[config.mk]
export PLATFORM = sky130hd
export DESIGN_NAME = if_fetch_unit
export DESIGN_NICKNAME = d
export VERILOG_FILES = /design/src/rtl/if_fetch_unit_pkg.sv /design/src/rtl/if_fetch_unit_fetch_buffer.sv /design/src/rtl/if_fetch_unit.sv
export SDC_FILE = /design/constraint.sdc
export NUM_CORES = 1
export LEC_CHECK = 0
export BUFFER_PORTS_ARGS = -buffer_cell sky130_fd_sc_hd__buf_2
export CAP_MARGIN = 20
export CORE_MARGIN = 2
export CORE_UTILIZATION = 30
export DETAILED_ROUTE_END_ITERATION = 16
export MAX_ROUTING_LAYER = met4
export PLACE_DENSITY = 0.57
export SKIP_CTS_REPAIR_TIMING = 1
export SKIP_LAST_GASP = 1
export SYNTH_ARGS = -nofsm -noshare
export SYNTH_HDL_FRONTEND = slang
export SYNTH_SLANG_ARGS = --single-unit
[constraint.sdc]
create_clock -name clk -period 5.35 [get_ports clk]
set_input_delay 1.605 -clock clk [delete_from_list [all_inputs] [get_ports clk]]
set_output_delay 1.605 -clock clk [all_outputs]
set_load 0.05 [all_outputs]
[src/rtl/if_fetch_unit_pkg.sv]
// Shared types and constants for the instruction fetch unit.
// FETCH_PREFETCH_EN selects a 2-entry fetch buffer; otherwise the buffer holds 1 entry.
package if_fetch_unit_pkg;

  typedef enum logic [2:0] {
    ST_IDLE  = 3'd0,
    ST_ISSUE = 3'd1,
    ST_WAIT  = 3'd2,
    ST_HOLD  = 3'd3,
    ST_FLUSH = 3'd4
  } fetch_state_e;

  localparam logic [31:0] NOP_INST = 32'h0000_0013;

`ifdef FETCH_PREFETCH_EN
  localparam int BUF_DEPTH = 2;
`else
  localparam int BUF_DEPTH = 1;
`endif

  typedef struct packed {
    logic [31:0] inst;
    logic [31:0] pc;
  } fetch_entry_t;

  function automatic logic [31:0] word_align(input logic [31:0] addr);
    return {addr[31:2], 2'b00};
  endfunction

endpackage

[src/rtl/if_fetch_unit_fetch_buffer.sv]
// In-order fetch buffer (depth 1 or 2) holding {instruction, pc} pairs for decode.
// Depth follows FETCH_PREFETCH_EN through if_fetch_unit_pkg::BUF_DEPTH.
module fetch_buffer
  import if_fetch_unit_pkg::*;
#(
  parameter int DEPTH = BUF_DEPTH
) (
  input  logic         clk,
  input  logic         rst_n,
  input  logic         push,
  input  fetch_entry_t push_entry,
  input  logic         pop,
  input  logic         clear,
  output fetch_entry_t head,
  output logic         full,
  output logic         empty
);

  if (DEPTH == 1) begin : g_single
    logic         valid_q;
    fetch_entry_t slot_q;

    always_ff @(posedge clk or negedge rst_n) begin
      if (!rst_n) begin
        valid_q <= 1'b0;
        slot_q  <= '0;
      end else if (clear) begin
        valid_q <= 1'b0;
      end else if (push) begin
        valid_q <= 1'b1;
        slot_q  <= push_entry;
      end else if (pop) begin
        valid_q <= 1'b0;
      end
    end

    assign head  = slot_q;
    assign full  = valid_q;
    assign empty = !valid_q;
  end else begin : g_double
    logic [1:0]   count_q;
    fetch_entry_t slot0_q;
    fetch_entry_t slot1_q;

    // slot0 is always the oldest entry; a pop shifts slot1 down
    always_ff @(posedge clk or negedge rst_n) begin
      if (!rst_n) begin
        count_q <= 2'd0;
        slot0_q <= '0;
        slot1_q <= '0;
      end else if (clear) begin
        count_q <= 2'd0;
      end else begin
        case ({push, pop})
          2'b10: begin
            if (count_q == 2'd0) slot0_q <= push_entry;
            else                 slot1_q <= push_entry;
            count_q <= count_q + 2'd1;
          end
          2'b01: begin
            slot0_q <= slot1_q;
            count_q <= count_q - 2'd1;
          end
          2'b11: begin
            if (count_q == 2'd1) begin
              slot0_q <= push_entry;
            end else begin
              slot0_q <= slot1_q;
              slot1_q <= push_entry;
            end
          end
          default: ;
        endcase
      end
    end

    assign head  = slot0_q;
    assign full  = (count_q == 2'd2);
    assign empty = (count_q == 2'd0);
  end

endmodule

[src/rtl/if_fetch_unit.sv]
// Instruction fetch unit: one outstanding imem request, buffered handoff to decode.
// FETCH_PREFETCH_EN enables a 2-entry buffer so the next fetch overlaps decode stalls.
module if_fetch_unit
  import if_fetch_unit_pkg::*;
#(
  parameter logic [31:0] RESET_PC = 32'h0000_0000
) (
  input  logic        clk,
  input  logic        rst_n,
  output logic        imem_req,
  output logic [31:0] imem_addr,
  input  logic        imem_rvalid,
  input  logic [31:0] imem_rdata,
  input  logic        redirect_en,
  input  logic [31:0] redirect_pc,
  input  logic        id_ready,
  output logic        id_valid,
  output logic [31:0] id_inst,
  output logic [31:0] id_pc
);

  fetch_state_e state_q, state_d;
  logic [31:0]  pc_q, pc_d;
  logic         buf_push, buf_pop, buf_clear, buf_full, buf_empty;
  logic         load_fills;
  fetch_entry_t buf_head;
  fetch_entry_t load_entry;

  assign buf_clear  = redirect_en;
  assign buf_pop    = !buf_empty && id_ready && !redirect_en;
  assign buf_push   = (state_q == ST_WAIT) && imem_rvalid && !redirect_en && (!buf_full || buf_pop);
  assign load_entry = '{inst: imem_rdata, pc: pc_q};

  // Whether the word loaded this cycle leaves the buffer full, forcing HOLD
`ifdef FETCH_PREFETCH_EN
  assign load_fills = !buf_empty && !buf_pop;
`else
  assign load_fills = 1'b1;
`endif

  fetch_buffer #(.DEPTH(BUF_DEPTH)) u_buffer (
    .clk       (clk),
    .rst_n     (rst_n),
    .push      (buf_push),
    .push_entry(load_entry),
    .pop       (buf_pop),
    .clear     (buf_clear),
    .head      (buf_head),
    .full      (buf_full),
    .empty     (buf_empty)
  );

  assign imem_req  = (state_q == ST_ISSUE);
  assign imem_addr = imem_req ? pc_q : 32'h0;
  assign id_valid  = !buf_empty;
  assign id_inst   = buf_empty ? NOP_INST : buf_head.inst;
  assign id_pc     = buf_empty ? 32'h0 : buf_head.pc;

  always_ff @(posedge clk or negedge rst_n) begin
    if (!rst_n) begin
      state_q <= ST_IDLE;
      pc_q    <= RESET_PC;
    end else begin
      state_q <= state_d;
      pc_q    <= pc_d;
    end
  end

  // Redirect outranks everything; a request already on the bus must drain through FLUSH
  always_comb begin
    state_d = state_q;
    pc_d    = pc_q;
    if (redirect_en)   pc_d = word_align(redirect_pc);
    else if (buf_push) pc_d = pc_q + 32'd4;

    case (state_q)
      ST_IDLE:  state_d = ST_ISSUE;
      ST_ISSUE: state_d = redirect_en ? ST_FLUSH : ST_WAIT;
      ST_WAIT: begin
        if (redirect_en)      state_d = imem_rvalid ? ST_ISSUE : ST_FLUSH;
        else if (imem_rvalid) state_d = load_fills ? ST_HOLD : ST_ISSUE;
      end
      ST_HOLD: begin
        if (redirect_en || buf_pop) state_d = ST_ISSUE;
      end
      ST_FLUSH: begin
        if (imem_rvalid) state_d = ST_ISSUE;
      end
      default: state_d = ST_IDLE;
    endcase
  end

endmodule

==> key figures, run 1 <==
Run status
  – Status: finished clean

Setup path
  – CP Class: reg2out
  – Crit start category: flip-flop
  – CP Capture Type: primary output
  – RR Startpoint: u_buffer.full$_DFFE_PN0P_
  – Crit Path Max Fanout: 26
  – CP max-delay cell: dfrtp_1
  – CP bufs+invs: 2
  – Critical path's top delay family: simple AND/OR/NAND/NOR gates
  – FF-to-FF path depth: 5
  – R2R setup slack: a little over 3 ns
  – Critical Path, Cell by Cell: nand2b_1, nor2_1, buf_4, and2_1, buf_2
  – R2R Path End: u_buffer.head[40]$_DFFE_PN0P_
  – Worst EP arrival: approximately 2 ns
  – Worst Path Required: 3.74 ns
  – Critical Path Max Stage Delay: roughly 0.46 ns

Detailed routing
  – Top Layer Used: met4
  – First-pass detailed-route iteration total: 4
  – Antenna-violating nets left: 0
  – DR iter-0 viols: around 180
  – Routed len/inst: ~14 um
  – DR WL met3: about 1100 um
  – Residual DRC: 0
  – Vias/cell: 4.50
  – Routed Wire Length: 13800 um
  – M1 wire length: 6590 um
  – WL met2: 5950 um
  – Via count of the routed design: 4310

Clocking
  – Clk Latency, worst-skew pair: 0.35 ns
  – CTS tree: done
  – Reg clk slew, reported paths: 0.07 ns
  – CTS H-Tree Depth: 3
  – Num CTS Buffers: 9
  – Max Root-Sink Buffers: 2
  – CTS root buf: clkbuf_16
  – Clock net sink count: 96

Die
  – Initial Utilization: 30.8%
  – I/O pin cnt: 167
  – Core ar.: 0.0160 mm^2
  – Die Ht: between 100 and 150 um
  – DIE WIDTH: approximately 130 um
  – Die ar.: 0.0175 mm^2
  – Site row count: 46

Worst hold path
  – Hold_sp: u_buffer.head[46]$_DFFE_PN0P_
  – Hold path depth: 2
  – Hold Path Class: reg2reg
  – Hold endpoint: u_buffer.head[46]$_DFFE_PN0P_

Logic synthesis
  – Cells after Synth: 591
  – Total of warnings raised by yosys: 0
  – Register area share after synthesis: 48.7%
  – Count of different cell masters after synthesis: 38
  – Post-synthesis register bit count: 96
  – Synth Area per Inst: between 8 and 9 um^2
  – Cell Area, Synth: ~0.0049 mm^2

Final layout
  – Final core utilization: 38.9%
  – Nets: 803
  – Multi-input gate area: 0.00233 mm^2
  – Share of layout cells above drive strength 1: between 20% and 30%
  – Layout area overhead: 26.2%
  – Number of fill cells in the layout: 1747
  – Reg area: 0.00240 mm^2

STA
  – Worst-margin pin slew: 0.879 ns
  – Setup TNS: 0 ns
  – Final Hold Fails: 0
  – Pins Over Slew Limit: 0
  – Fmax: 0.274 GHz
  – Fin crit period: between 3 and 4 ns
  – RSZ-0062 raised after global routing: false
  – Finish-stage setup viols: 0
  – Tcrit/Tclk final: 68.1%
  – Clock skew: 0.0112 ns
  – Rel. slew slack: approximately two fifths

GRT
  – Initial antenna violation count: 4
  – GRT Overall Usage: about 16%
  – Vias in the first global route: 4087
  – Largest net degree at the start of global routing: 74
  – Gr ovfl total: 0
  – First-pass GRT wire length: 22000 um

Power
  – PwrDens: 440 mW/mm^2
  – P_leak: 0.00325 uW
  – Peak VDD IR: 0.000186 V

Placement
  – I/O Buffers: 160
  – Final GP Congestion: 0.778
  – Detailed placement HPWL: 9440 um

Job
  – Max-cap violation count: 0
[metrics by stage]
| step | hold slack (ns) | worst slack, ns | cells | cell area (um^2) | power, uW |
|---|---|---|---|---|---|
| 2_1_floorplan | 0.437 | 1.63 | 594 | 4940 | 1810 |
| 3_3_place_gp | 0.450 | 1.84 | 937 | 5870 | 2060 |
| 3_5_place_dp | 0.455 | 1.82 | 937 | 5870 | 2070 |
| 4_1_cts | 0.472 | 1.67 | 953 | 6190 | 2770 |
| 5_1_grt | 0.477 | 1.57 | 958 | 6220 | 2930 |
| 6_report | 0.466 | 1.71 | 958 | 6220 | 2740 |
[cells in the mapped netlist]
master,n,share of area [%]
nand2_1,213,16
dfrtp_1,96,49
and2_1,85,11
o21ai_0,26,2.6
clkbuf_1,20,1.5
nand4_1,17,2.2
xor2_1,15,2.7
nand3_1,14,1.4
nor2_1,14,1.1
buf_2,13,1.3
nor3_1,11,1.1
o21ai_1,10,1.0
xnor2_1,10,1.8
inv_1,7,0.53
nand2b_1,6,0.76
buf_4,4,0.61
nor3_2,3,0.61
a21oi_1,2,0.20
a22oi_1,2,0.30
buf_6,2,0.46
nor2b_1,2,0.25
nor4_1,2,0.25
o311ai_1,2,0.36
a211o_1,1,0.18
a211oi_2,1,0.25
a32oi_1,1,0.18
and3_1,1,0.13
conb_1,1,0.076
ha_1,1,0.25
mux2_2,1,0.23
mux2i_1,1,0.20
nand3b_1,1,0.15
nand3b_4,1,0.41
nor4b_4,1,0.48
o211a_1,1,0.20
o211ai_1,1,0.15
o32ai_1,1,0.18
or4b_1,1,0.20
[worst register-to-register path: cells and delay by family (launching register included)]
family	cells	cell delay, ns
buf+inv	1	0.53
simple gates	4	1.12
flops	1	0.56
[placed cells by master, fill, tap and decap left out, types with 9 or more instances in the layout]
cell type,Yosys,final
clkbuf_16,0,9
o21ai_1,10,10
nand3_1,14,14
and2_1,85,85
xor2_1,15,15
nand4_1,17,17
buf_2,13,159
nor2_1,14,14
nor3_1,11,11
xnor2_1,10,10
nand2_1,213,213
dfrtp_1,96,95
o21ai_0,26,26
[how the worst max path moves through the flow]
stage                                      start                             to  slack (ns)  cells past startpoint
final                     state_q[1]$_DFFE_PN0P_                  imem_addr[28]        1.71                      5
after global routing      state_q[1]$_DFFE_PN0P_                  imem_addr[28]        1.57                      5
after CTS                 state_q[1]$_DFFE_PN0P_                  imem_addr[28]        1.67                      5
after detailed placement             redirect_en  u_buffer.head[40]$_DFFE_PN0P_        1.82                      5
after global placement               redirect_en  u_buffer.head[40]$_DFFE_PN0P_        1.84                      5
after floorplan           state_q[1]$_DFFE_PN0P_                  imem_addr[18]        1.63                      5
[sequential cells by signal (all words and copies together), names as in the netlist]
signal	flops
u_buffer.head	62
pc_q	30
state_q	3
u_buffer.full	1
[cell type report]
cell class	count	area share, %
well taps	216	4.34
clock inverters	4	0.824
diodes	4	0.161
inverters	7	0.422
flip-flops and latches	96	38.6
multi-input cells	452	37.4
clock buffers	12	4.28
repair buffers	167	14.0
[kinds of logic (layout without fill, tap and decap cells)]
group           Yosys count  count (layout)  synth area share [%]
simple gates            372             372                  36.0
flops                    96              96                  48.7
compound gates           48              48                  5.66
buf+inv                  46             190                  4.44
xor+xnor                 25              25                  4.44
mux                       2               2                 0.431
fa+ha+maj                 1               1                 0.254
other cells               1               8                0.0760
[routing by layer]
metal,GRT usage [%],vias up
li1,-,2181
met1,22.1,1967
met2,24.0,150
met3,5.11,12
met4,4.48,0
met5,-,-
[where the power goes]
part	switching (uW)	internal, uW	total (uW)
Clock	284	401	685
Combinational	660	267	927
Sequential	159	968	1130
Total	1100	1640	2740
(Power assumes the default switching activity.)
==> inputs of run 2 (changes only) <==
--- a/config.mk
+++ b/config.mk
@@ -5,13 +5,14 @@
 export SDC_FILE = /design/constraint.sdc
 export NUM_CORES = 1
 export LEC_CHECK = 0
+export ABC_AREA = 1
 export BUFFER_PORTS_ARGS = -buffer_cell sky130_fd_sc_hd__buf_2
 export CAP_MARGIN = 20
 export CORE_MARGIN = 2
 export CORE_UTILIZATION = 30
 export DETAILED_ROUTE_END_ITERATION = 16
 export MAX_ROUTING_LAYER = met4
-export PLACE_DENSITY = 0.57
+export PLACE_DENSITY = 0.58
 export SKIP_CTS_REPAIR_TIMING = 1
 export SKIP_LAST_GASP = 1
 export SYNTH_ARGS = -nofsm -noshare
==> constraint.sdc (replaced) <==
create_clock -name clk -period 2.9 [get_ports clk]
set_input_delay 0.87 -clock clk [delete_from_list [all_inputs] [get_ports clk]]
set_output_delay 0.87 -clock clk [all_outputs]
set_load 0.05 [all_outputs]
==> key figures, run 2 <==
Detailed routing
  – Via count of the routed design: 5189 (+20%)
  – Vias/cell: 4.35 (-3.2%)
  – First-pass detailed-route iteration total: 4 (unchanged)
  – Routed Wire Length: 15700 um (+14%)
  – M1 wire length: 7570 um (+15%)
  – DR WL met3: 774 um (-29%)
  – Residual DRC: 0 (unchanged)
  – Antenna-violating nets left: 0 (unchanged)
  – Top Layer Used: met4
  – WL met2: 7090 um (+19%)
  – DR iter-0 viols: 279 (+58%)
  – Routed len/inst: 13.2 um (-8.5%)

Clocking
  – CTS tree: done
  – Clk Latency, worst-skew pair: 0.35 ns (about the same)
  – CTS H-Tree Depth: 3 (unchanged)
  – Reg clk slew, reported paths: 0.07 ns (about the same)
  – Num CTS Buffers: 9 (unchanged)
  – Clock net sink count: 96 (unchanged)
  – CTS root buf: clkbuf_16
  – Max Root-Sink Buffers: 2 (unchanged)

Logic synthesis
  – Post-synth EDFFs: 0 (unchanged)
  – Most frequent cells after synthesis: 335 x nand2_1, 115 x inv_1, 96 x dfrtp_1
  – Synth Area per Inst: 6.79 um^2 (-19%)
  – Top-count cell post-synth: nand2_1
  – Leading area contributor after synthesis: dfrtp_1
  – Post-synthesis register bit count: 96 (unchanged)
  – Ys flop type: dfrtp_1
  – Top-area cell type share of the netlist area: 43.6% (-5.1 points)
  – Synth area leaders: dfrtp_1 44%, nand2_1 23%, inv_1 7.8%
  – Count of different cell masters after synthesis: 30 (-21%)
  – Cell Area, Synth: 0.00551 mm^2 (+12%)
  – Cells after Synth: 811 (+37%)
  – Register area share after synthesis: 43.6% (-5.1 points)
  – Ys async rst share: 100% (unchanged)
  – Total of warnings raised by yosys: 0 (unchanged)

Die
  – Initial Utilization: 30.7% (-0.16 points)
  – DIE WIDTH: 140 um (+5.5%)
  – Core ar.: 0.0180 mm^2 (+12%)
  – Site row count: 49 (+6.5%)
  – Die ar.: 0.0195 mm^2 (+11%)
  – Die Ht: 140 um (+5.5%)
  – I/O pin cnt: 167 (unchanged)

Setup path
  – CP max-delay cell: dfrtp_1
  – Worst EP arrival: 1.83 ns (-0.21 ns)
  – Crit start category: flip-flop
  – Crit Path Max Fanout: 19 (-27%)
  – CP Class: reg2out
  – Worst Path Required: 2.03 ns (-1.71 ns)
  – CP Capture Type: primary output
  – Critical Path, Cell by Cell: nor3_4, inv_2, buf_12, nor2_1, buf_2
  – Critical Path Max Stage Delay: 0.45 ns (about the same)

Power
  – PwrDens: 790 mW/mm^2 (+80%)
  – Net Switching: 2270 uW (+110%)
  – Peak VDD IR: 0.000313 V (+68%)
  – Combinational power share: 37.2% (+3.3 points)
  – P_leak: 0.00416 uW (+28%)
  – Clock share of power: 24.4% (-0.6 points)
  – P_int: 3150 uW (+92%)
  – Sw Ratio: 41.9% (+1.7 points)
  – Sequential share of power: 38.3% (-2.8 points)

Placement
  – Pre-CTS setup slack: 0.373 ns (-1.45 ns)
  – I/O Buffers: 160 (unchanged)
  – Placed Instances: 1176 (+26%)
  – Final GP Congestion: 0.898 (+16%)
  – Detailed placement HPWL: 11700 um (+24%)

STA
  – RSZ-0062 raised after global routing: false
  – Tcrit/Tclk final: around 93%
  – Final hold slack: 0.437 ns (-0.0296 ns)
  – Setup TNS: 0 ns (unchanged)
  – Final Hold Fails: 0 (unchanged)
  – Clock skew: 0.00907 ns (-0.00210 ns)
  – Final setup margin: 0.200 ns (-1.50 ns)
  – Fmax: 0.370 GHz
  – Fin crit period: 2.70 ns
  – Pins Over Slew Limit: 0 (unchanged)
  – Finish-stage setup viols: 0 (unchanged)

Final layout
  – Layout area overhead: 24.5%
  – Number of fill cells in the layout: 1941 (+11%)
  – Ant. Diodes: 0 (-4)
  – Share of layout cells above drive strength 1: 23.2% (-2.9 points)
  – Largest register FFs: 62 (unchanged)
  – Non-Filler Instances: 1192 (+24%)
  – Most common cell after layout, fill and taps aside: nand2_1
  – Most frequent cells in the layout: 335 x nand2_1, 159 x buf_2, 114 x inv_1, 95 x dfrtp_1, 81 x nand3_1
  – Final core utilization: 38.2% (-0.70 points)
  – Nets: 1028 (+28%)

GRT
  – Initial antenna violation count: 0 (-4)
  – Largest net degree at the start of global routing: 81 (+9.5%)
  – First-pass GRT wire length: 25800 um (+17%)
  – Vias in the first global route: 5005 (+22%)
  – GRT Overall Usage: 17.0% (+0.52 points)
  – Gr ovfl total: 0 (unchanged)

Worst hold path
  – Hold Path Class: in2async

Run status
  – Status: finished clean

Job
  – Max-cap violation count: 0 (unchanged)
==> run 2: cell types whose count changed after synthesis, moves of 12 or more <==
cell,previous run,this run
and2_1,85,2
inv_1,7,115
nand2_1,213,335
nand3_1,14,81
nand4_1,17,1
nor2_1,14,62
o21ai_0,26,14
xor2_1,15,3
==> run 2: cell type report <==
type,count,area (um^2),share of cell area (%)
Timing Repair Buffer,172,943,13.8
Sequential cell,96,2400,35.0
Multi-Input combinational cell,561,2450,35.7
Clock buffer,11,253,3.68
Inverter,118,448,6.53
Tap cell,229,287,4.18
Clock inverter,5,78.8,1.15
==> run 2: worst max-delay path, delay by kind of cell (launching register included) <==
family                 cells  cell delay (ns)
flip-flops                 1             0.45
AND/OR/NAND/NOR            2             0.41
buffers and inverters      3             0.64
==> run 2: layer usage <==
| layer | track usage [%] | vias up |
|---|---|---|
| li1 | - | 2737 |
| met1 | 23.3 | 2297 |
| met2 | 25.8 | 137 |
| met3 | 2.55 | 18 |
| met4 | 5.48 | 0 |
| met5 | - | - |
==> run 2: final timing paths <==
kind | slack, ns | from | end | cells after the start
max | 0.20 | state_q[1]$_DFFE_PN0P_ | imem_addr[8] | 5
max reg2reg | 0.89 | u_buffer.full$_DFFE_PN0P_ | u_buffer.head[38]$_DFFE_PN0P_ | 7
max in group asynchronous | 1.83 | rst_n | pc_q[24]$_DFFE_PN0P_ | 2
min | 0.44 | rst_n | u_buffer.head[4]$_DFFE_PN0P_ | 1
min in group clk | 0.48 | u_buffer.head[36]$_DFFE_PN0P_ | u_buffer.head[36]$_DFFE_PN0P_ | 2
min reg2reg | 0.48 | u_buffer.head[36]$_DFFE_PN0P_ | u_buffer.head[36]$_DFFE_PN0P_ | 2
==> run 2: cells by family after synthesis <==
family / count (synthesis) / share of synthesized area, %
xor gates and xnor gates: 4 / 0.636
DFF: 96 / 43.6
other: 1 / 0.0681
adders and majority gates: 1 / 0.227
AOI/OAI and AO/OA: 50 / 5.27
and+or+nand+nor: 502 / 37.7
buffers and inverters: 157 / 12.5
==> run 2: power groups by stage <==
stage | clock network, uW | registers [uW] | logic [uW]
5_1_grt | 1430 | 2140 | 2220
4_1_cts | 1370 | 2070 | 2040
3_3_place_gp | 0 | 2090 | 2010
2_1_floorplan | 0 | 2020 | 1550
6_report | 1320 | 2080 | 2020
3_5_place_dp | 0 | 2100 | 2030
==> run 2: through the flow <==
step | cell area, um^2 | total power (uW)
after floorplan | 5530 | 3570
after global placement | 6520 | 4100
after detailed placement | 6520 | 4130
after CTS | 6850 | 5480
after global routing | 6860 | 5790
final | 6860 | 5420
